### config.mk
export PLATFORM = sky130hd
export DESIGN_NAME = mc_control_flat
export DESIGN_NICKNAME = d
export VERILOG_FILES = /design/src/rtl/mc_control_if.sv /design/src/rtl/mc_control.sv /design/src/flat_wrapper.sv
export SDC_FILE = /design/constraint.sdc
export NUM_CORES = 1
export LEC_CHECK = 0
export CAP_MARGIN = 20
export CELL_PAD_IN_SITES_DETAIL_PLACEMENT = 1
export CELL_PAD_IN_SITES_GLOBAL_PLACEMENT = 2
export CORE_MARGIN = 4
export CORE_UTILIZATION = 29
export CTS_CLUSTER_DIAMETER = 100
export CTS_CLUSTER_SIZE = 16
export DETAILED_ROUTE_END_ITERATION = 16
export HOLD_SLACK_MARGIN = 0.06
export PLACE_DENSITY_LB_ADDON = 0.25
export SLEW_MARGIN = 40
export SYNTH_ARGS = -nofsm -noshare
export SYNTH_HDL_FRONTEND = slang
export SYNTH_SLANG_ARGS = --single-unit
### constraint.sdc
create_clock -name clk -period 2.3 [get_ports clk]
set_input_delay 0.46 -clock clk [delete_from_list [all_inputs] [get_ports clk]]
set_output_delay 0.46 -clock clk [all_outputs]
set_load 0.03 [all_outputs]
### src/rtl/mc_control_if.sv
// Memory handshake bundle between the multi-cycle controller and the
// instruction/data memory ports.
interface mc_control_if #(
  parameter int XLEN = 32
);
  logic [XLEN-1:0] inst;
  logic            imem_ready;
  logic            dmem_ready;
  logic            imem_req;
  logic            ir_we;
  logic            dmem_req;
  logic            dmem_we;

  modport master (
    input  inst, imem_ready, dmem_ready,
    output imem_req, ir_we, dmem_req, dmem_we
  );

  modport slave (
    output inst, imem_ready, dmem_ready,
    input  imem_req, ir_we, dmem_req, dmem_we
  );
endinterface

### src/rtl/mc_control.sv
// Multi-cycle MIPS sequencing controller: walks each instruction through
// FETCH/DECODE/EXEC/MEM/WB with variable-latency memory handshakes.
module mc_control #(
  parameter int XLEN = 32
) (
  input  logic            clk,
  input  logic            rst_b,
  mc_control_if.master    bus,
  input  logic            zero,
  input  logic            negative,
  output logic            pc_we,
  output logic            reg_dest,
  output logic            reg_write_enable,
  output logic            alu_src,
  output logic            mem_or_reg,
  output logic            pc_or_mem,
  output logic            link,
  output logic            branch,
  output logic            jump,
  output logic            jump_register,
  output logic            does_shift_amount_need,
  output logic            is_unsigned,
  output logic [3:0]      alu_operation,
  output logic            halted,
  output logic [XLEN-1:0] instret
);

  typedef enum logic [2:0] {S_FETCH, S_DECODE, S_EXEC, S_MEM, S_WB, S_HALT} state_e;
  typedef enum logic [2:0] {CL_NOP, CL_ARITH, CL_LOAD, CL_STORE, CL_BRANCH, CL_JUMP, CL_HALT} cls_e;

  typedef struct packed {
    cls_e       cls;
    logic [3:0] alu;
    logic       rdst;
    logic       asrc;
    logic       uns;
    logic       shm;
    logic       lnk;
    logic       jmp;
    logic       jreg;
  } ctl_t;

  typedef struct packed {
    logic       imem_req;
    logic       dmem_req;
    logic       dmem_we;
    logic       pc_we;
    logic       reg_we;
    logic       mem_or_reg;
    logic       pc_or_mem;
    logic       link;
    logic       jump;
    logic       jump_register;
    logic       reg_dest;
    logic       alu_src;
    logic       is_unsigned;
    logic       shamt;
    logic [3:0] alu;
    logic       halted;
  } outs_t;

  localparam logic [3:0] ALU_ADD = 4'd0, ALU_SUB = 4'd1, ALU_AND = 4'd2, ALU_OR = 4'd3;
  localparam logic [3:0] ALU_XOR = 4'd4, ALU_NOR = 4'd5, ALU_SLT = 4'd6, ALU_SLTU = 4'd7;
  localparam logic [3:0] ALU_SLL = 4'd8, ALU_SRL = 4'd9, ALU_SRA = 4'd10, ALU_LUI = 4'd11;
  localparam outs_t OUT_RST = '{imem_req: 1'b1, alu: 4'd0, default: 1'b0};

  function automatic ctl_t decode(input logic [5:0] op, input logic [5:0] fn);
    ctl_t c;
    c     = '0;
    c.cls = CL_NOP;
    case (op)
      6'h00: begin
        c.cls  = CL_ARITH;
        c.rdst = 1'b1;
        case (fn)
          6'h20, 6'h21: c.alu = ALU_ADD;
          6'h22, 6'h23: c.alu = ALU_SUB;
          6'h24:        c.alu = ALU_AND;
          6'h25:        c.alu = ALU_OR;
          6'h26:        c.alu = ALU_XOR;
          6'h27:        c.alu = ALU_NOR;
          6'h2A:        c.alu = ALU_SLT;
          6'h2B:        c.alu = ALU_SLTU;
          6'h00:        begin c.alu = ALU_SLL; c.shm = 1'b1; end
          6'h02:        begin c.alu = ALU_SRL; c.shm = 1'b1; end
          6'h03:        begin c.alu = ALU_SRA; c.shm = 1'b1; end
          6'h08:        begin c.cls = CL_JUMP; c.rdst = 1'b0; c.jreg = 1'b1; end
          6'h0C:        begin c.cls = CL_HALT; c.rdst = 1'b0; end
          default:      begin c.cls = CL_NOP;  c.rdst = 1'b0; end
        endcase
      end
      6'h08, 6'h09: begin c.cls = CL_ARITH;  c.asrc = 1'b1; c.alu = ALU_ADD;  end
      6'h0A:        begin c.cls = CL_ARITH;  c.asrc = 1'b1; c.alu = ALU_SLT;  end
      6'h0B:        begin c.cls = CL_ARITH;  c.asrc = 1'b1; c.alu = ALU_SLTU; end
      6'h0C:        begin c.cls = CL_ARITH;  c.asrc = 1'b1; c.uns = 1'b1; c.alu = ALU_AND; end
      6'h0D:        begin c.cls = CL_ARITH;  c.asrc = 1'b1; c.uns = 1'b1; c.alu = ALU_OR;  end
      6'h0E:        begin c.cls = CL_ARITH;  c.asrc = 1'b1; c.uns = 1'b1; c.alu = ALU_XOR; end
      6'h0F:        begin c.cls = CL_ARITH;  c.asrc = 1'b1; c.uns = 1'b1; c.alu = ALU_LUI; end
      6'h23:        begin c.cls = CL_LOAD;   c.asrc = 1'b1; c.alu = ALU_ADD;  end
      6'h2B:        begin c.cls = CL_STORE;  c.asrc = 1'b1; c.alu = ALU_ADD;  end
      6'h04, 6'h05, 6'h06, 6'h07: begin c.cls = CL_BRANCH; c.alu = ALU_SUB; end
      6'h02:        begin c.cls = CL_JUMP;   c.jmp = 1'b1; end
      6'h03:        begin c.cls = CL_JUMP;   c.jmp = 1'b1; c.lnk = 1'b1; end
      default:      c.cls = CL_NOP;
    endcase
    return c;
  endfunction

  state_e          state_r, state_nxt_s;
  logic [5:0]      op_r, fn_r;
  ctl_t            ctl_s;
  outs_t           out_r, out_nxt_s;
  logic            act_s, taken_s, branch_s, pc_we_s, ir_we_s, sw_done_s;
  logic [XLEN-1:0] instret_r;
  logic            unused_inst_s;

  assign ctl_s         = decode(op_r, fn_r);
  assign unused_inst_s = ^bus.inst;

  // Next-state sequencing driven by instruction class and memory handshakes.
  always_comb begin
    state_nxt_s = state_r;
    case (state_r)
      S_FETCH:  state_nxt_s = bus.imem_ready ? S_DECODE : S_FETCH;
      S_DECODE: state_nxt_s = S_EXEC;
      S_EXEC: begin
        case (ctl_s.cls)
          CL_ARITH:           state_nxt_s = S_WB;
          CL_LOAD, CL_STORE:  state_nxt_s = S_MEM;
          CL_HALT:            state_nxt_s = S_HALT;
          default:            state_nxt_s = S_FETCH;
        endcase
      end
      S_MEM: begin
        if (bus.dmem_ready) state_nxt_s = (ctl_s.cls == CL_LOAD) ? S_WB : S_FETCH;
        else                state_nxt_s = S_MEM;
      end
      S_WB:     state_nxt_s = S_FETCH;
      S_HALT:   state_nxt_s = S_HALT;
      default:  state_nxt_s = S_FETCH;
    endcase
  end

  // Moore controls for the state being entered; registered so they hold for the whole state.
  always_comb begin
    out_nxt_s               = '0;
    act_s                   = (state_nxt_s == S_EXEC) || (state_nxt_s == S_MEM) || (state_nxt_s == S_WB);
    out_nxt_s.imem_req      = (state_nxt_s == S_FETCH);
    out_nxt_s.dmem_req      = (state_nxt_s == S_MEM);
    out_nxt_s.dmem_we       = (state_nxt_s == S_MEM) && (ctl_s.cls == CL_STORE);
    out_nxt_s.pc_we         = ((state_nxt_s == S_EXEC) && (ctl_s.cls inside {CL_NOP, CL_BRANCH, CL_JUMP}))
                              || (state_nxt_s == S_WB);
    out_nxt_s.reg_we        = (state_nxt_s == S_WB) || ((state_nxt_s == S_EXEC) && ctl_s.lnk);
    out_nxt_s.mem_or_reg    = (state_nxt_s == S_WB) && (ctl_s.cls == CL_LOAD);
    out_nxt_s.pc_or_mem     = (state_nxt_s == S_EXEC) && ctl_s.lnk;
    out_nxt_s.link          = (state_nxt_s == S_EXEC) && ctl_s.lnk;
    out_nxt_s.jump          = (state_nxt_s == S_EXEC) && ctl_s.jmp;
    out_nxt_s.jump_register = (state_nxt_s == S_EXEC) && ctl_s.jreg;
    out_nxt_s.reg_dest      = act_s && ctl_s.rdst;
    out_nxt_s.alu_src       = act_s && ctl_s.asrc;
    out_nxt_s.is_unsigned   = act_s && ctl_s.uns;
    out_nxt_s.shamt         = act_s && ctl_s.shm;
    out_nxt_s.alu           = act_s ? ctl_s.alu : 4'd0;
    out_nxt_s.halted        = (state_nxt_s == S_HALT);
  end

  // Branch decision follows the live ALU flags during EXEC.
  always_comb begin
    taken_s = 1'b0;
    case (op_r)
      6'h04:   taken_s = zero;
      6'h05:   taken_s = ~zero;
      6'h06:   taken_s = zero | negative;
      6'h07:   taken_s = ~zero & ~negative;
      default: taken_s = 1'b0;
    endcase
    branch_s = (state_r == S_EXEC) && (ctl_s.cls == CL_BRANCH) && taken_s;
  end

  // A store retires on the cycle its data access completes.
  assign sw_done_s = (state_r == S_MEM) && (ctl_s.cls == CL_STORE) && bus.dmem_ready;
  assign pc_we_s   = out_r.pc_we | sw_done_s;
  assign ir_we_s   = rst_b & (state_r == S_FETCH) & bus.imem_ready;

  // State register.
  always_ff @(posedge clk or negedge rst_b) begin
    if (!rst_b) state_r <= S_FETCH;
    else        state_r <= state_nxt_s;
  end

  // Instruction latch: only opcode and funct steer the sequence.
  always_ff @(posedge clk or negedge rst_b) begin
    if (!rst_b) begin
      op_r <= 6'd0;
      fn_r <= 6'd0;
    end else if (ir_we_s) begin
      op_r <= bus.inst[31:26];
      fn_r <= bus.inst[5:0];
    end
  end

  // Registered control outputs.
  always_ff @(posedge clk or negedge rst_b) begin
    if (!rst_b) out_r <= OUT_RST;
    else        out_r <= out_nxt_s;
  end

  // Retired-instruction counter, wraps naturally.
  always_ff @(posedge clk or negedge rst_b) begin
    if (!rst_b)       instret_r <= '0;
    else if (pc_we_s) instret_r <= instret_r + {{(XLEN-1){1'b0}}, 1'b1};
  end

  assign bus.imem_req           = out_r.imem_req;
  assign bus.ir_we              = ir_we_s;
  assign bus.dmem_req           = out_r.dmem_req;
  assign bus.dmem_we            = out_r.dmem_we;
  assign pc_we                  = pc_we_s;
  assign reg_dest               = out_r.reg_dest;
  assign reg_write_enable       = out_r.reg_we;
  assign alu_src                = out_r.alu_src;
  assign mem_or_reg             = out_r.mem_or_reg;
  assign pc_or_mem              = out_r.pc_or_mem;
  assign link                   = out_r.link;
  assign branch                 = branch_s;
  assign jump                   = out_r.jump;
  assign jump_register          = out_r.jump_register;
  assign does_shift_amount_need = out_r.shamt;
  assign is_unsigned            = out_r.is_unsigned;
  assign alu_operation          = out_r.alu;
  assign halted                 = out_r.halted;
  assign instret                = instret_r;

endmodule

### src/flat_wrapper.sv
// flat-port wrapper written by rule: the top's interface ports become plain ports
module mc_control_flat 
#(
  parameter int XLEN = 32
)
  (clk, rst_b, zero, negative, pc_we, reg_dest, reg_write_enable, alu_src, mem_or_reg, pc_or_mem, link, branch, jump, jump_register, does_shift_amount_need, is_unsigned, alu_operation, halted, instret, bus_inst, bus_imem_ready, bus_dmem_ready, bus_imem_req, bus_ir_we, bus_dmem_req, bus_dmem_we);
  mc_control_if #(.XLEN(XLEN)) bus_i ();
  input  logic clk;
  input  logic rst_b;
  input  logic zero;
  input  logic negative;
  output logic pc_we;
  output logic reg_dest;
  output logic reg_write_enable;
  output logic alu_src;
  output logic mem_or_reg;
  output logic pc_or_mem;
  output logic link;
  output logic branch;
  output logic jump;
  output logic jump_register;
  output logic does_shift_amount_need;
  output logic is_unsigned;
  output logic [3:0] alu_operation;
  output logic halted;
  output logic [XLEN-1:0] instret;
  input wire logic [$bits(bus_i.inst)-1:0] bus_inst;
  input wire logic [$bits(bus_i.imem_ready)-1:0] bus_imem_ready;
  input wire logic [$bits(bus_i.dmem_ready)-1:0] bus_dmem_ready;
  output wire logic [$bits(bus_i.imem_req)-1:0] bus_imem_req;
  output wire logic [$bits(bus_i.ir_we)-1:0] bus_ir_we;
  output wire logic [$bits(bus_i.dmem_req)-1:0] bus_dmem_req;
  output wire logic [$bits(bus_i.dmem_we)-1:0] bus_dmem_we;
  assign bus_i.inst = bus_inst;
  assign bus_i.imem_ready = bus_imem_ready;
  assign bus_i.dmem_ready = bus_dmem_ready;
  assign bus_imem_req = bus_i.imem_req;
  assign bus_ir_we = bus_i.ir_we;
  assign bus_dmem_req = bus_i.dmem_req;
  assign bus_dmem_we = bus_i.dmem_we;
  mc_control #(.XLEN(XLEN)) u_core (.clk(clk), .rst_b(rst_b), .bus(bus_i), .zero(zero), .negative(negative), .pc_we(pc_we), .reg_dest(reg_dest), .reg_write_enable(reg_write_enable), .alu_src(alu_src), .mem_or_reg(mem_or_reg), .pc_or_mem(pc_or_mem), .link(link), .branch(branch), .jump(jump), .jump_register(jump_register), .does_shift_amount_need(does_shift_amount_need), .is_unsigned(is_unsigned), .alu_operation(alu_operation), .halted(halted), .instret(instret));
endmodule
After elaboration in Yosys (flattened, before gate mapping)
Cells that the tools add are included.
{ "word_totals": {"inputBits": 38, "register_bits": 65, "elab_cells": 125} }
{ "op_classes": {"muxes": 21, "bitwise_logic": 7, "addsub": 1, "reduce_logical": 33, "n_eq_ne": 44} }
{ "ops": {"columns": ["op", "count"], "rows": [
  ["6-bit equality test (second input constant)", 12],
  ["6-bit by 4-bit equality test with 1-bit output (second input constant)", 10],
  ["4-bit one-hot mux with 10 select lines", 1],
  ["32-bit by 1-bit adder with 32-bit output (second input constant)", 1],
  ["4-bit one-hot mux with 8 select lines", 1],
  ["6-bit by 2-bit equality test with 1-bit output (second input constant)", 4],
  ["6-bit by 3-bit equality test with 1-bit output (second input constant)", 4],
  ["3-bit by 2-bit equality test with 1-bit output (second input constant)", 6],
  ["3-bit equality test (second input constant)", 6],
  ["3-bit one-hot mux with 3 select lines", 2],
  ["3-bit one-hot mux with 6 select lines", 1],
  ["3-bit one-hot mux with 5 select lines", 1],
  ["1-bit logical AND", 14],
  ["13-bit OR reduction", 1],
  ["6-bit logical NOT", 2],
  ["1-bit 2-to-1 mux", 11],
  ["10-bit OR reduction", 1],
  ["3-bit logical NOT", 3],
  ["4-bit OR reduction", 2],
  ["8-bit OR reduction", 1],
  ["3-bit by 1-bit equality test with 1-bit output (second input constant)", 2],
  ["3-bit 2-to-1 mux", 2],
  ["2-bit OR reduction", 3],
  ["1-bit logical OR", 4],
  ["7 further kinds", 11]
]} }

Depth between registers and ports, before layout
{ "depth": {"ltp_word": 12, "ltp_mapped": 7} }

Worst setup path before layout
OpenSTA, ideal clock, no wires.
{ "synth_path": {"path_kind": "register to output", "from": "register u_core.state_r[2]", "to": "output branch", "stages_incl_launch_ff": 5, "path_slack_ns": 0.075, "required_ns": 1.840, "t_arrival_ns": 1.765, "path_buffers": 0, "cell_sequence": "dfrtp_1 nand2b_1 nor2_1 nand2_1 nor4_1"} }
{ "synth_via": {"elab_chain_cells": 3} }
{ "synth_lines": {"columns": ["element", "line", "source"], "rows": [
  ["start: declaration", "mc_control.sv:109", "state_e state_r, state_nxt_s;"],
  ["start signal: assignment", "mc_control.sv:188", "else state_r <= state_nxt_s;"],
  ["3-bit by 2-bit equality test with 1-bit output", "mc_control.sv:177", "branch_s = (state_r == S_EXEC) && (ctl_s.cls == CL_BRANCH) && taken_s;"],
  ["1-bit logical AND (2 in series)", "mc_control.sv:177", null],
  ["end: declaration", "flat_wrapper.sv:19", "output logic branch;"]
]} }
Every way passes these cells.

Worst setup path after layout
{ "layout_path": {"from": "register u_core.op_r[4]", "to": "output pc_we"} }
{ "layout_via": {"elab_chain_cells": 7, "elab_cells_between_ends": 25, "cone_classes": "17 x eq/ne; 1 x mux; 1 x bitwise; 6 x reduce/logical"} }
{ "layout_lines": {"columns": ["element", "line", "source"], "rows": [
  ["start: declaration", "mc_control.sv:110", "logic [5:0] op_r, fn_r;"],
  ["start signal: assignment", "mc_control.sv:197", "op_r <= bus.inst[31:26];"],
  ["6-bit by 4-bit equality test with 1-bit output, or another cell as far along", "mc_control.sv:71", "case (op)"],
  ["8-bit OR reduction (no source line), or another cell as far along", null, null],
  ["3-bit one-hot mux with 6 select lines *", "mc_control.sv:71", null],
  ["3-bit by 2-bit equality test with 1-bit output *", "mc_control.sv:181", "assign sw_done_s = (state_r == S_MEM) && (ctl_s.cls == CL_STORE) && bus.dmem_ready;"],
  ["1-bit logical AND * (2 in series)", "mc_control.sv:181", null],
  ["1-bit OR *", "mc_control.sv:182", "assign pc_we_s = out_r.pc_we | sw_done_s;"],
  ["end: declaration", "flat_wrapper.sv:12", "output logic pc_we;"]
]} }
Every way passes the cells marked *; elsewhere a longest branch is shown, timed or not.

==> metrics <==
status=finished, final reports clean; Leak=~2.0 nW; fin util=between 40 and 50%; DRT Pass-1 Iters=4; I/O pin total=between 90 and 100; library cells used by synthesis=a little under 50; ys flop type=dfrtp_1; CP endpoint kind=output port; period utilization=between 90% and 100%; final hold violations=0; Core ar.=approximately 0.010 mm²; Initial Util=between 30% and 40%; dpl hpwl=just over 6000 µm; crit path to=pc_we; synthesized flop and latch total=65; diodes inserted=0; CTS tree=done; max_slew headroom=around 59%; Sinks on Clock Net=65; initial antenna violation count=0; max-slew violations=0; nets@finish=about 460; Max VDD drop=398 µV; reg2reg start=u_core.fn_r[5]$_DFFE_PN0P_; Overflow after GRT=0; fill count=between 1000 and 1500; gp weighted congestion=0.786; FF-to-FF path depth=8; die width=112 µm; hold buffers post-CTS=0; Min-Delay Path Class=in2async; CP Class=reg2out; CTS max path bufs=2; final setup fails=0; crit-path most repeated cell=buf_4; final worst path period need=between 2 and 2.5 ns; fraction of registers with async set/reset=between 90% and 100%; port buffer count=70; GRT Overall Usage=around 14%; final WL=8360 µm; crit path from=u_core.op_r[4]$_DFFE_PN0P_; DRC=0; FF+latch area=around 0.0016 mm²; biggest area consumer among synthesized cells=dfrtp_1; Post-synth EDFFs=0; maximum clock rate=0.457 GHz; cell area after layout=between 0.004 and 0.005 mm²; Largest stage delay, worst path=0.42 ns; cts bufs inserted=9; clock root cell=clkbuf_8; top-area cell type share of the netlist area=around half; Critical Path, Cell by Cell=and4bb_1, a41o_2, buf_4, buf_4; via count=about 2600; Post-Syn Nets=359; area of the multi-input gates=roughly 0.0014 mm²; first-pass GRT wire length=between 10000 and 15000 µm; Crit path arrival time=1.73 ns; Yosys warning count=0; commonest non-fill, non-tap cell in the layout=clkdlybuf4s50_1; Clock Pin Slew Worst Setup and Hold Paths=approximately 0.070 ns; Die Area=approximately 0.013 mm²; Cells after Synth=320; crit path launch type=flop; area grow syn2layout=40.6%; Cell Area, Synth=around 0.0032 mm²; PD cells=around 1000 mW/mm²; row cnt=37; syn_area_per_cell=about 10 µm²; Synth area leaders=dfrtp_1 51%, nand2_1 6.6%, xnor2_1 5.8%; Post-DRT Antenna Nets=0; vias in the first global route=~2800; fraction of layout cells with a size suffix above 1=17.4%; Max H-tree Level=3; Avg WL per Cell=14.9 µm; drt first-iter violations=approximately 120; placed instance count=~550; max reg flops=32; sequential area share after synthesis=just over 50%; Die Span Y=approximately 110 µm; later-pin clock latency in the skew report=between 0.3 and 0.4 ns; placed instance area=between 0.004 and 0.005 mm²; worst reg2reg path endpoint=u_core.alu_operation[1]$_DFF_PN0_; most frequent cells in the layout=66 x clkdlybuf4s50_1, 63 x dfrtp_1, 55 x nand2_1, 36 x buf_4, 30 x nor2_1; ratio of routed vias to standard cells=roughly 4.7; largest net degree at the start of global routing=between 60 and 70; worst-path fanout max=5; CP required=around 1.8 ns; slowest stage cell, crit path=dfrtp_1; Final Non-Filler Cells=between 500 and 600; reg-to-reg setup timing slack=approximately 0.15 ns; Worst Max-Slew Pin Slew=approximately 0.61 ns; Setup Skew=between 0.008 and 0.009 ns; max_cap viols=0
-- synthesized netlist by cell type (all sizes together), types with 2 or more instances --
master	count
dfrtp	64
xnor2	21
nor3	6
nand3	13
and3	8
o22a	2
or2	4
nand2b	3
clkbuf	2
xor2	12
buf	13
a311oi	2
o21ai	8
or3	3
o22ai	3
a21oi	8
nand2	55
o21bai	2
mux2	2
nand4	9
and2	5
inv	12
nor2	31
nor2b	2
a31oi	3
and4	4
nor4	9
-- worst max-delay path: cells and delay by family, from the launching register on --
kind                   cells  cell delay (ns)
DFF                        1             0.42
buffers and inverters      2             0.30
AOI/OAI and AO/OA          1             0.28
and+or+nand+nor            1             0.38
-- logic make-up (layout without fill, tap and decap cells) --
group                      Yosys count  after routing  synth area share, %
and+or+nand+nor                    156            156                 26.2
DFF                                 65             65                 51.7
AOI/OAI and AO/OA                   35             35                 7.35
xor gates and xnor gates            33             33                 9.17
buffers and inverters               27            132                 4.21
muxes                                3              3                 1.03
adders and majority gates            1              1                0.397
-- metrics by stage --
stage | TNS, ns | worst slack, ns | hold slack, ns | power (mW)
detailed placement | -0.504 | -0.127 | 0.463 | 3.55
CTS | 0 | 0.0350 | 0.275 | 4.67
finish | 0 | 0.111 | 0.244 | 4.64
global placement | -0.0612 | -0.0189 | 0.457 | 3.51
global route | -0.00661 | -0.00661 | 0.293 | 5.01
floorplan | 0 | 0.0754 | 0.164 | 2.73
-- per-layer routing --
layer	share of wire [%]	vias up	global-route usage [%]
met4	2.0	0	6.49
met3	4.6	12	3.07
met1	47	1274	18.2
met5	0	-	0
met2	46	62	22.5
li1	-	1289	-
-- cell type report --
class / count / area share (%)
clock buffers: 13 / 3.36
clock inverters: 3 / 1.47
inverters: 12 / 1.02
multi-input cells: 228 / 32.1
flip-flops and latches: 65 / 36.8
well taps: 136 / 3.84
repair buffers: 104 / 21.4
-- worst min path at each step --
stage,startpoint,to,cells after the start
after floorplan,rst_b,u_core.alu_operation[0]$_DFF_PN0_,0
after global placement,u_core.instret[31]$_DFFE_PN0P_,u_core.instret[31]$_DFFE_PN0P_,1
after detailed placement,u_core.instret[31]$_DFFE_PN0P_,u_core.instret[31]$_DFFE_PN0P_,1
after CTS,rst_b,u_core.instret[11]$_DFFE_PN0P_,2
after global routing,rst_b,u_core.instret[9]$_DFFE_PN0P_,2
final,rst_b,u_core.instret[9]$_DFFE_PN0P_,2
-- report_power, final --
part | internal [mW] | switching (mW)
clock | 0.640 | 0.443
combinational | 0.845 | 1.06
sequential | 1.37 | 0.284
total | 2.86 | 1.79
-- what timing repair did --
item | CTS | global route
resized for setup | 2 | 5
buffers inserted | 0 | 0
setup endpoints to repair | 1 | 5
(Power assumes the default switching activity.)
